File: config.mk
export PLATFORM = sky130hd
export DESIGN_NAME = pwm_multi_ch_flat
export DESIGN_NICKNAME = d
export VERILOG_FILES = /design/src/rtl/pwm_pkg.sv /design/src/rtl/pwm_multi_ch_if.sv /design/src/rtl/pwm_cmp_ch.sv /design/src/rtl/pwm_multi_ch.sv /design/src/flat_wrapper.sv
export SDC_FILE = /design/constraint.sdc
export NUM_CORES = 1
export LEC_CHECK = 0
export CAP_MARGIN = 20
export CORE_ASPECT_RATIO = 0.75
export CORE_UTILIZATION = 65
export DETAILED_ROUTE_END_ITERATION = 8
export PLACE_DENSITY = 0.91
export SKIP_LAST_GASP = 1
export SLEW_MARGIN = 5
export SYNTH_ARGS = -nofsm -noshare
export SYNTH_HDL_FRONTEND = slang
export SYNTH_SLANG_ARGS = --single-unit
File: constraint.sdc
create_clock -name clock -period 8 [get_ports clock]
set_input_delay 1.6 -clock clock [delete_from_list [all_inputs] [get_ports clock]]
set_output_delay 1.6 -clock clock [all_outputs]
set_load 0.05 [all_outputs]
File: src/rtl/pwm_pkg.sv
// Shared constants and helpers for the multi-channel PWM block.
package pwm_pkg;

  localparam logic [31:0] PWM_DEFAULT_PERIOD = '1;

  function automatic int sel_period(input int channels);
    return channels;
  endfunction

  function automatic int pwm_clog2(input int value);
    int r;
    r = 0;
    while ((1 << r) < value) r++;
    return r;
  endfunction

endpackage

File: src/rtl/pwm_multi_ch_if.sv
// Configuration write bus for pwm_multi_ch.
interface pwm_multi_ch_if #(
  parameter int WIDTH = 8,
  parameter int SEL_W = 5
);
  logic             cfg_wr;
  logic [SEL_W-1:0] cfg_sel;
  logic [WIDTH-1:0] cfg_data;

  modport master (
    output cfg_wr,
    output cfg_sel,
    output cfg_data
  );

  modport slave (
    input cfg_wr,
    input cfg_sel,
    input cfg_data
  );
endinterface

File: src/rtl/pwm_cmp_ch.sv
// One PWM channel: active duty register, compare and output flop.
module pwm_cmp_ch #(
  parameter int WIDTH = 8
) (
  input  logic             clock,
  input  logic             reset,
  input  logic             en,
  input  logic             clr,
  input  logic             load,
  input  logic [WIDTH-1:0] duty_sh,
  input  logic [WIDTH-1:0] counter,
  output logic             pwm_o
);
  logic [WIDTH-1:0] duty_q;
  logic [WIDTH-1:0] duty_d;
  logic             pwm_q;
  logic             pwm_d;

  always_comb begin
    duty_d = load ? duty_sh : duty_q;
    pwm_d  = pwm_q;
    if (clr) begin
      pwm_d = 1'b0;
    end else if (en) begin
      pwm_d = counter < duty_q;
    end
  end

  always_ff @(posedge clock or posedge reset) begin
    if (reset) begin
      duty_q <= '0;
      pwm_q  <= 1'b0;
    end else begin
      duty_q <= duty_d;
      pwm_q  <= pwm_d;
    end
  end

  assign pwm_o = pwm_q;
endmodule

File: src/rtl/pwm_multi_ch.sv
// Multi-channel PWM: shared period counter, shadowed period/duty applied at wrap.
module pwm_multi_ch
  import pwm_pkg::*;
#(
  parameter int WIDTH    = 8,
  parameter int CHANNELS = 4,
  parameter int SEL_W    = 5
) (
  input  logic                clock,
  input  logic                reset,
  input  logic                en,
  input  logic                sync_clr,
  pwm_multi_ch_if.slave       cfg,
  output logic                upd_pending,
  output logic                period_end,
  output logic [CHANNELS-1:0] pwm_o
);
  localparam logic [SEL_W-1:0] SEL_PER = SEL_W'(sel_period(CHANNELS));
  localparam logic [WIDTH-1:0] PER_RST = PWM_DEFAULT_PERIOD[WIDTH-1:0];

  if (SEL_W < pwm_clog2(CHANNELS + 1) || CHANNELS < 1 || CHANNELS > 16) begin : g_bad_cfg
    $error("pwm_multi_ch: invalid CHANNELS/SEL_W");
  end

  logic [WIDTH-1:0] cnt_q;
  logic [WIDTH-1:0] cnt_d;
  logic [WIDTH-1:0] per_act_q;
  logic [WIDTH-1:0] per_act_d;
  logic [WIDTH-1:0] per_sh_q;
  logic [WIDTH-1:0] per_sh_d;
  logic [WIDTH-1:0] duty_sh_q [CHANNELS];
  logic [WIDTH-1:0] duty_sh_d [CHANNELS];
  logic             pend_q;
  logic             pend_d;
  logic             pe_q;
  logic             pe_d;

  logic wrap;
  logic load;
  logic wr_ok;

  assign wrap  = en && !sync_clr && (cnt_q == per_act_q);
  assign load  = sync_clr || (wrap && pend_q);
  assign wr_ok = cfg.cfg_wr && (cfg.cfg_sel <= SEL_PER);

  // Shadow writes follow the transfer, so a write in the wrap cycle waits a period.
  always_comb begin
    cnt_d     = cnt_q;
    per_act_d = load ? per_sh_q : per_act_q;
    per_sh_d  = per_sh_q;
    duty_sh_d = duty_sh_q;
    pend_d    = load ? 1'b0 : pend_q;
    pe_d      = wrap;
    if (sync_clr) begin
      cnt_d = '0;
    end else if (en) begin
      cnt_d = wrap ? '0 : cnt_q + 1'b1;
    end
    if (wr_ok) begin
      pend_d = 1'b1;
      if (cfg.cfg_sel == SEL_PER) begin
        per_sh_d = cfg.cfg_data;
      end
      for (int i = 0; i < CHANNELS; i++) begin
        if (cfg.cfg_sel == SEL_W'(i)) begin
          duty_sh_d[i] = cfg.cfg_data;
        end
      end
    end
  end

  always_ff @(posedge clock or posedge reset) begin
    if (reset) begin
      cnt_q     <= '0;
      per_act_q <= PER_RST;
      per_sh_q  <= PER_RST;
      duty_sh_q <= '{default: '0};
      pend_q    <= 1'b0;
      pe_q      <= 1'b0;
    end else begin
      cnt_q     <= cnt_d;
      per_act_q <= per_act_d;
      per_sh_q  <= per_sh_d;
      duty_sh_q <= duty_sh_d;
      pend_q    <= pend_d;
      pe_q      <= pe_d;
    end
  end

  for (genvar g = 0; g < CHANNELS; g++) begin : g_ch
    pwm_cmp_ch #(
      .WIDTH(WIDTH)
    ) u_ch (
      .clock  (clock),
      .reset  (reset),
      .en     (en),
      .clr    (sync_clr),
      .load   (load),
      .duty_sh(duty_sh_q[g]),
      .counter(cnt_q),
      .pwm_o  (pwm_o[g])
    );
  end

  assign upd_pending = pend_q;
  assign period_end  = pe_q;
endmodule
File: src/flat_wrapper.sv
// flat-port wrapper written by rule: the top's interface ports become plain ports
module pwm_multi_ch_flat import pwm_pkg::*;
#(
  parameter int WIDTH    = 8,
  parameter int CHANNELS = 4,
  parameter int SEL_W    = 5
)
  (clock, reset, en, sync_clr, upd_pending, period_end, pwm_o, cfg_cfg_wr, cfg_cfg_sel, cfg_cfg_data);
  pwm_multi_ch_if #(.WIDTH(WIDTH), .SEL_W(SEL_W)) cfg_i ();
  input  logic clock;
  input  logic reset;
  input  logic en;
  input  logic sync_clr;
  output logic upd_pending;
  output logic period_end;
  output logic [CHANNELS-1:0] pwm_o;
  input wire logic [$bits(cfg_i.cfg_wr)-1:0] cfg_cfg_wr;
  input wire logic [$bits(cfg_i.cfg_sel)-1:0] cfg_cfg_sel;
  input wire logic [$bits(cfg_i.cfg_data)-1:0] cfg_cfg_data;
  assign cfg_i.cfg_wr = cfg_cfg_wr;
  assign cfg_i.cfg_sel = cfg_cfg_sel;
  assign cfg_i.cfg_data = cfg_cfg_data;
  pwm_multi_ch #(.WIDTH(WIDTH), .CHANNELS(CHANNELS), .SEL_W(SEL_W)) u_core (.clock(clock), .reset(reset), .en(en), .sync_clr(sync_clr), .cfg(cfg_i), .upd_pending(upd_pending), .period_end(period_end), .pwm_o(pwm_o));
endmodule
==> reports/metrics.csv <==
metric;value;unit
synthTopCellsByCount;78 x dfrtp_1, 40 x mux2_4, 39 x mux2_2;
slew_viol_final;0;
drcViolationCount;0;
vias;2891;
worst-path-max-fanout;40;
fmax;303;MHz
vias_per_cell;5.96;
setup_tns;0;ns
path_clk_slew;0.09;ns
slew_headroom;49.0;%
postCtsHoldBufs;0;
rows;26;
crit_required;8.26;ns
hold-worst-slack;0.504;ns
postLayoutCoreUtil;75.7;%
ys.flop_type;dfrtp_1;
tightest_slew;0.764;ns
dp_cells;469;
leakage;2.48;nW
synth_top_family_by_area;multiplexers;
clock-sinks;94;
synth.avg_cell_area;13.1;sq um
finalHoldViolations;0;
cts.path.max_buffers;2;
grt_usage;28.5;%
criticalPathCategory;in -> reg;
io-pin-count;24;
clock_skew;0.00652;ns
fin_cells;485;
drive_gt1_share;31.3;%
ys_types;37;
routedWlPerCell;19.9;microns
layout.nets;429;
hpwl;6.69;mm
dr.pass1.iters;4;
synth_area_leaders;dfrtp_1 42%, mux2_4 13%, mux2_2 9.4%;
grt_pass1_vias;2964;
synthMuxAreaShare;22.6;%
clk_latency;0.37;ns
synthAdderAreaFrac;7.74;%
end_kind;flip-flop;
multi_input_area;0.00211;sq mm
status;finished clean;
fp.dieH;75.6;microns
antenna_cells;0;
synth_most_common_cell;dfrtp_1;
crit_family;buffers and inverters;
ys_seq_area_share;50.6;%
yosysTopAreaCell;dfrtp_1;
syn2layout_area_growth;11.3;%
root_buffer;clkbuf_8;
post-cts-setup-buffer-count;0;
worst_setup_path_start_kind;input pin;
initial_core_util;68.0;%
syn_nets;404;
routed_wl;9.66;mm
fin_crit;3.30;ns
yosysWarnings;0;
synth_compound_area_share;5.36;%
ctsResizeCount;0;
antenna_found_initial;0;
netlist_instances;357;
synth_edf_count;0;
synth-xor-area-share;1.49;%
cp_slowest_cell;clkdlybuf4s50_1;
yosys.area_share.simple;7.79;%
h-tree-depth;3;
drt_iter0_drc;119;
hold_class;reg -> reg;
finalPower;1.30;mW
cts_made_buffers;9;
core_region_area;0.00690;sq mm
ant_nets;0;
die_area;0.00756;sq mm
setup_viol;0;
max_stage_delay;0.67;ns
postSynth.asyncResetShare;100;%
overflow;0;
nFillCells;425;
cts_tree;yes;
fin_crit_sh;41.2;%
rsz0062_at_grt;false;
io_buffers;23;
path_buf_inv;2;
cp.arrival;3.56;ns
ir_drop;0.209;mV
grt_max_degree;67;
grt_pass1_wl;15.3;mm
regArea;0.00237;sq mm
gp_congestion;0.796;
ys_seq_elements;94;
maxCapViolCount;0;
die_w;100;microns
mappedNetlistArea;0.00469;sq mm
synth_top_cell_area_share;41.6;%
p_per_area;249;mW/mm^2
worstPathCellList;clkdlybuf4s50_1 > a31oi_4 > buf_4 > mux2_4;
==> worst paths after layout <==
check / to / cells past startpoint / startpoint / slack, ns
max: u_core.g_ch[0].u_ch.duty_q[5]$_DFFE_PP0P_ / 4 / sync_clr / 4.70
min: u_core.g_ch[1].u_ch.duty_q[5]$_DFFE_PP0P_ / 1 / u_core.duty_sh_q[21]$_DFFE_PP0P_ / 0.50
max reg2reg: u_core.g_ch[0].u_ch.duty_q[5]$_DFFE_PP0P_ / 6 / u_core.cnt_q[5]$_DFFE_PP0P_ / 5.63
min reg2reg: u_core.g_ch[1].u_ch.duty_q[5]$_DFFE_PP0P_ / 1 / u_core.duty_sh_q[21]$_DFFE_PP0P_ / 0.50
max in group asynchronous: u_core.per_act_q[6]$_DFFE_PP1P_ / 4 / reset / 5.69
min in group asynchronous: u_core.duty_sh_q[13]$_DFFE_PP0P_ / 3 / reset / 1.62
==> final cells by class <==
cell class,instances,share of cell area (%)
clock buffers,11,2.71
inverters,31,2.25
well taps,98,2.35
multi-input cells,220,40.4
flip-flops and latches,94,45.5
clock inverters,5,1.56
repair buffers,26,5.23
==> flip-flops by register name (all words and copies together), names as in the netlist <==
name                     flops
u_core.g_ch.u_ch.duty_q     32
u_core.upd_pending           1
u_core.cnt_q                 8
u_core.per_act_q             8
u_core.per_sh_q              8
u_core.g_ch.u_ch.pwm_o       4
u_core.duty_sh_q            32
u_core.period_end            1
==> routing by layer <==
layer | share of wire (%) | GRT usage (%) | wire [microns] | up-vias
met5 | 0 | 0 | 0 | -
met4 | 3.2 | 13.5 | 308 | 0
met3 | 5.1 | 7.89 | 497 | 30
met2 | 48 | 46.6 | 4610 | 79
met1 | 44 | 36.3 | 4250 | 1463
li1 | - | - | - | 1319
==> through the flow <==
step / worst slack, ns / instance area (sq um)
after floorplan: 3.98 / 4690
after global placement: 4.41 / 4970
after detailed placement: 4.32 / 5000
after CTS: 4.72 / 5220
after global routing: 4.67 / 5220
final: 4.70 / 5220
==> layout by cell type, fill, tap and decap left out, types with 8 or more instances in the layout <==
master	n
clkdlybuf4s50_1	23
xnor2_1	8
nor2_1	17
nand2_1	14
ha_1	29
dfrtp_1	78
dfstp_2	16
clkbuf_8	10
o21ai_0	9
a211oi_1	8
inv_1	29
mux2_4	40
mux2_2	39
==> power by group <==
part	switching, mW	internal, mW	total [mW]
Combinational	0.134	0.169	0.303
Clock	0.166	0.185	0.351
Sequential	0.0651	0.582	0.647
==> cells by family after synthesis <==
| logic type | Yosys count |
|---|---|
| AO/OA/AOI/OAI | 35 |
| XOR/XNOR | 8 |
| adder cells (fa/ha/maj) | 29 |
| buffers and inverters | 43 |
| flip-flops | 94 |
| multiplexers | 81 |
| AND/OR/NAND/NOR | 67 |
(Power assumes the default switching activity.)
